<file path="src/rtl/line_event_arbiter.sv">
// Captures rising edges on 8 lines, timestamps them and hands them out one at a time (round-robin).
// Latency: edge seen -> pending next clk -> ev_valid the clk after; backpressure: ev_valid holds until ack.
module line_event_arbiter #(
    parameter int TS_W = 16
) (
    input  logic            clk,
    input  logic            rst_n,
    input  logic [7:0]      in_bus,
    input  logic [7:0]      mask,
    input  logic            ack,
    input  logic            clr_ovr,
    output logic            ev_valid,
    output logic [2:0]      ev_id,
    output logic [TS_W-1:0] ev_time,
    output logic [7:0]      pending,
    output logic [7:0]      ovr,
    output logic [TS_W-1:0] ts_now
);

    typedef enum logic {IDLE, VALID} state_t;

    state_t          state, state_nxt;
    logic [7:0]      prev;
    logic            armed;
    logic [2:0]      last_grant;
    logic [TS_W-1:0] ts_cap [8];

    logic [7:0]      rise, ack_hit, ovr_set, cap_en;
    logic [2:0]      sel, rr_idx;
    logic            sel_vld, load_ev, done;

    assign rise    = {8{armed}} & in_bus & ~prev & ~mask;
    assign ack_hit = (state == VALID && ack) ? (8'h01 << ev_id) : 8'h00;
    // A rise on a line that is still pending (and not being retired) is lost; the first edge keeps its stamp.
    assign ovr_set = rise & pending & ~ack_hit;
    assign cap_en  = rise & ~ovr_set;

    // Round-robin search starting just after the last granted line; descending loop leaves the nearest hit.
    always_comb begin
        sel     = 3'd0;
        sel_vld = 1'b0;
        rr_idx  = 3'd0;
        for (int k = 8; k >= 1; k--) begin
            rr_idx = last_grant + 3'(k);
            if (pending[rr_idx]) begin
                sel     = rr_idx;
                sel_vld = 1'b1;
            end
        end
    end

    always_comb begin
        state_nxt = state;
        load_ev   = 1'b0;
        done      = 1'b0;
        case (state)
            IDLE: begin
                if (sel_vld) begin
                    load_ev   = 1'b1;
                    state_nxt = VALID;
                end
            end
            VALID: begin
                if (ack) begin
                    done      = 1'b1;
                    state_nxt = IDLE;
                end
            end
            default: state_nxt = IDLE;
        endcase
    end

    always_ff @(posedge clk or negedge rst_n) begin
        if (!rst_n) begin
            state      <= IDLE;
            ts_now     <= '0;
            prev       <= '0;
            armed      <= 1'b0;
            pending    <= '0;
            ovr        <= '0;
            last_grant <= 3'd7;
            ev_valid   <= 1'b0;
            ev_id      <= '0;
            ev_time    <= '0;
            for (int i = 0; i < 8; i++) ts_cap[i] <= '0;
        end else begin
            state   <= state_nxt;
            ts_now  <= ts_now + 1'b1;
            prev    <= in_bus;
            armed   <= 1'b1;
            pending <= (pending & ~ack_hit) | rise;
            ovr     <= (clr_ovr ? 8'h00 : ovr) | ovr_set;
            for (int i = 0; i < 8; i++) begin
                if (cap_en[i]) ts_cap[i] <= ts_now;
            end
            if (load_ev) begin
                ev_valid <= 1'b1;
                ev_id    <= sel;
                ev_time  <= ts_cap[sel];
            end else if (done) begin
                ev_valid   <= 1'b0;
                last_grant <= ev_id;
            end
        end
    end

endmodule

</file>
<file path="config.mk">
export PLATFORM = sky130hd
export DESIGN_NAME = line_event_arbiter
export DESIGN_NICKNAME = d
export VERILOG_FILES = /design/src/rtl/line_event_arbiter.sv
export SDC_FILE = /design/constraint.sdc
export NUM_CORES = 1
export LEC_CHECK = 0
export CORE_MARGIN = 4
export CORE_UTILIZATION = 53
export CTS_BUF_LIST = sky130_fd_sc_hd__clkbuf_16
export DETAILED_ROUTE_END_ITERATION = 8
export GPL_ROUTABILITY_DRIVEN = 1
export GPL_TIMING_DRIVEN = 0
export HOLD_SLACK_MARGIN = 0.12
export PLACE_DENSITY = 0.76
export REMOVE_ABC_BUFFERS = 1
export SYNTH_ARGS = -nofsm -noshare
export SYNTH_HDL_FRONTEND = slang
export SYNTH_SLANG_ARGS = --single-unit
</file>
<file path="constraint.sdc">
create_clock -name clk -period 4.1 [get_ports clk]
set_input_delay 0.82 -clock clk [delete_from_list [all_inputs] [get_ports clk]]
set_output_delay 0.82 -clock clk [all_outputs]
set_load 0.05 [all_outputs]
</file>
==> Word-level counts from Yosys, hierarchy flattened <==
Index checks and enable logic that the tools add are counted.
Widths: inputs -> output; s select.
{ "classes": {"n_bitwise": 16, "shifts": 1, "add_sub_neg": 8, "muxes": 45, "magnitude_cmp": 9, "n_reduce_logical": 3} }
{ "op_table": {"columns": ["operator", "n"], "rows": [
  ["$and 8x8->8", 7],
  ["$bmux 16 s3", 1],
  ["$lt 3x4->1 const B", 8],
  ["$mux 16", 2],
  ["$not 8->8", 4],
  ["$bmux 1 s3", 8],
  ["$mux 3", 8],
  ["$mux 1", 23],
  ["$add 16x1->16 const B", 1],
  ["$mux 8", 2],
  ["$or 8x8->8", 2],
  ["$add 3x3->3 const B", 4],
  ["$shl 1x3->8 const A", 1],
  ["$add 3x2->3 const B", 2],
  ["$ge 4x4->1 const B", 1],
  ["$not 3->4", 1],
  ["$add 3x1->3 const B", 1],
  ["$not 1->1", 2],
  ["$pmux 1 s2", 1],
  ["$reduce_and 2->1", 1],
  ["$reduce_bool 2->1", 1],
  ["$logic_and 1x1->1", 1]
]} }
{ "word_totals": {"elab_cells": 100, "out_inout_bits": 52, "ff_bits": 193} }

==> Logic depth before layout (Yosys ltp) <==
{ "depth": {"depth_word": 14, "mapped_depth": 16, "depth_no_buf": 11} }

==> Worst setup path after synthesis <==
OpenSTA, ideal clock, no wires.
{ "synth_timing": {"path_type": "flip-flop to flip-flop", "from": "reg last_grant[0]", "to": "reg ev_time[12]", "setup_ns": 0.134, "t_arrival_ns": 3.721, "period_less_slack_ns": 3.855, "path_slack_ns": 0.245, "path_stages_with_launch": 14, "path_cell_list": "dfstp_2 -> buf_6 -> buf_2 -> inv_1 -> ha_1 -> buf_2 -> mux4_2 -> mux2_2 -> a2111o_1 -> nand3_4 -> buf_2 -> mux2_1 -> a222oi_1 -> o21ai_1"} }
{ "synth_between": {"elab_chain_len": 14, "word_cells_on_any_way": 45, "cone_classes": "add/sub: 7; mux: 37; bitwise: 1"} }
{ "synth_lines": {"columns": ["element", "line", "text"], "rows": [
  ["start, declared", "25", "logic [2:0] last_grant;"],
  ["start signal, assigned", "102", "last_grant <= ev_id;"],
  ["$add 3x3->3 or $bmux 1 s3 (tied branches)", "44, 45", null],
  ["$bmux 1 s3 or $mux 1 (tied branches)", "45", "if (pending[rr_idx]) begin"],
  ["$mux 1 (not written as such) or $mux 3 (tied branches)", "45", null],
  ["$mux 3 (7 in series)", "45", null],
  ["$not 3->4 (not written as such)", "99", "ev_time <= ts_cap[sel];"],
  ["$bmux 16 s3", "99", null],
  ["$mux 16 (not written as such) (2 in series)", "99", null],
  ["end signal, assigned", "99", null],
  ["end, declared", "14", "output logic [TS_W-1:0] ev_time,"]
]} }
Several ways; a longest one is shown, not always the timed one. The select of a mux whose other input is x is not followed.
A chain may end at the register's enable or synchronous reset.

==> Worst setup path after layout <==
{ "layout_timing": {"from": "reg last_grant[1]", "to": "reg ev_time[0]"} }
Same word-level chain as after synthesis.

==> results.md <==
* Status: finished clean
* Via density at 6.19
* Post-Syn Area at 9280 um^2
* Period utilization at 96.3%
* WL final at 23100 um
* Post-synthesis cell count at 750
* Routed len/inst at 22.3 um
* Initial cell density of the core at 53.8%
* Antenna violations before repair at 0
* Hold Crit Class: input port to async pin
* Die Width at 140 um
* Max VDD drop at 0.000960 V
* # setup viols final at 0
* Placement Setup Slack at -1.63 ns
* Max Slew Vio Count at 0
* Slew @ Worst Pin at 1.32 ns
* Leakage power at 4.94 nW
* Final worst slack at 0.152 ns
* WHS at 0.416 ns
* Fin cells at 1038
* Final core occ at 63.1%
* Mapped Avg Cell Area at 12.4 um^2
* I/O pins at 72
* Antenna viol nets, final at 0
* Highest clock rate at 253 MHz
* Maximum capacitance violations at 0
* Fill count at 1268
* TNS Setup at 0 ns
* IO Port Bufs at 71
* Multi-input gate area at 4260 um^2
* Leading cell type in the layout, fill and taps excluded: dfrtp_1
* Worst setup SP type: flop
* Vias at 6422
* H-tree depth at 4
* Placed cells at 990
* Clock tree buffer depth at 2
* Clk_skew at 0.00975 ns
* CP Data Arrival Time at 4.23 ns
* Post-synthesis sequential area ratio at 52.1%
* DRT Pass-1 Iters at 5
* Tot Pwr at 9.99 mW
* Largest net degree at the start of global routing at 100
* GRT Overall Usage at 23.8%
* Skew-Pair Late Insertion Delay at 0.43 ns
* Root Driver: clkbuf_16
* Synth async-reset ratio at 100%
* Count of different cell masters after synthesis at 58
* Top_reg_cell synth: dfrtp_1
* Crit. End Element: flop
* Detailed placer's ending HPWL at 13500 um
* RSZ-0062 raised after global routing: false
* Register area at 4840 um^2
* Endpoints failing hold at 0
* Yosys warns at 0
* Worst rel slew slack at 12.0%
* Clock-pin slew on the worst setup and hold paths at 0.07 ns
* Worst Path Required at 4.38 ns
* Worst reg2reg path depth at 10
* Drt initial violations at 377
* Diode count at 0
* Grt total ovfl at 0
* Fin crit period at 3.95 ns
* Post-synth EDFFs at 0
* Final Instance Area at 10900 um^2
* Core area at 17200 um^2
* Placed Instance Area at 10100 um^2
* Crit-path max FO at 18
* Die H at 140 um
* Nets at 823
* Pwr dens at 919 nW/um^2
* Area Overhead vs Synth at 17.2%
* TritonCTS clock tree: yes
* Share of layout cells above drive strength 1 at 31.0%
* Die ar. at 19700 um^2
* Clock sink count at 193
* Crit Path Category: flop to flop
* Total CTS buffers at 17
* FP Rows at 48
* Global-route wire length before repair at 36800 um
* Flops & latches, synth at 193
* Most frequent cells in the layout: 190 x dfrtp_1, 160 x mux2_2, 70 x clkdlybuf4s50_1
* # DRC at 0
* Hold Buf Count CTS at 0
* Placer congestion estimate at 0.850
* Vias in the first global route at 6858
[worst paths after layout]
| kind | from | slack (ns) | end |
|---|---|---|---|
| setup / recovery | last_grant[1] | 0.15 | ev_time[0] |
| hold / removal | rst_n | 0.42 | ts_cap[42] |
| setup reg to reg | last_grant[1] | 0.15 | ev_time[0] |
| hold reg to reg | ts_cap[96] | 0.49 | ts_cap[96] |
| max in group asynchronous | rst_n | 2.74 | last_grant[0] |
| min in group clk | ts_cap[96] | 0.49 | ts_cap[96] |
[cell type report]
class	instances	share of cell area, %
clock buffers	17	3.91
clock inverters	15	1.24
flip-flops and latches	193	44.5
repair buffers	85	8.00
inverters	15	0.575
well taps	225	2.59
multi-input cells	488	39.2
[Yosys cell counts (all sizes together) (2+ instances only)]
library cell	n	share of area, %
o21a	9	0.73
o31ai	8	0.70
nand2	45	1.8
nand3	22	1.3
and3	4	0.27
o311ai	5	0.47
mux2i	26	2.9
o21ai	32	1.7
a21o	2	0.16
buf	24	1.4
a222oi	10	1.1
xor2	5	0.47
clkbuf	34	1.4
nor3	7	0.38
nand2b	14	0.94
or4	2	0.16
nor3b	2	0.22
o211ai	2	0.16
o22ai	24	1.6
mux2	171	21
dfrtp	190	51
a221oi	7	0.66
ha	3	0.40
nor2b	2	0.22
a31oi	6	0.40
nor2	32	1.3
mux4	9	2.2
inv	14	0.57
dfstp	3	0.85
a21oi	8	0.43
xnor2	12	1.1
[critical path, stage by stage, from the launching register on]
cell,delay [ns]
dfstp_4,0.74
inv_4,0.09
ha_4,0.33
mux4_2,0.60
mux2_2,0.37
a2111o_2,0.52
nand3_4,0.13
buf_12,0.19
mux2_4,0.32
a222oi_1,0.35
o21ai_1,0.12
[logic make-up (layout without fill, tap and decap cells)]
family | Yosys count | in the layout | synth area share [%]
flip-flops | 193 | 193 | 52.1
XOR/XNOR | 17 | 17 | 1.60
buffers and inverters | 73 | 132 | 3.37
AND/OR/NAND/NOR | 133 | 137 | 6.90
AO/OA/AOI/OAI | 124 | 124 | 9.34
other | 1 | 1 | 0.0404
multiplexers | 206 | 206 | 26.2
adder cells (fa/ha/maj) | 3 | 3 | 0.405
[power by group]
part | total [mW] | internal [mW] | switching [mW]
clock | 1.57 | 0.843 | 0.729
sequential | 2.70 | 2.31 | 0.383
combinational | 5.72 | 2.41 | 3.31
total | 9.99 | 5.56 | 4.42
[state kept, by name, summed over array words and instances (netlist names)]
register and cells:
armed 1, ev_id 3, ev_time 16, ev_valid 1, last_grant 3, ovr 8
pending 8, prev 8, state 1, ts_cap 128, ts_now 16
[layer usage]
| metal | up-vias | global-route usage (%) | part of all wire (%) |
|---|---|---|---|
| met5 | - | 0 | 0 |
| li1 | 2854 | - | - |
| met1 | 3298 | 30.6 | 41 |
| met2 | 228 | 40.5 | 51 |
| met3 | 42 | 4.71 | 5.6 |
| met4 | 0 | 8.06 | 2.1 |
[repair_timing]
| action | in CTS | in global routing |
|---|---|---|
| pin swaps | 5 | 2 |
| setup endpoints to repair | 19 | 17 |
| gates cloned | 3 | 1 |
| setup buffers | 4 | 8 |
| gates resized for setup | 18 | 5 |
No activity file was read; power rests on OpenSTA's default activity.
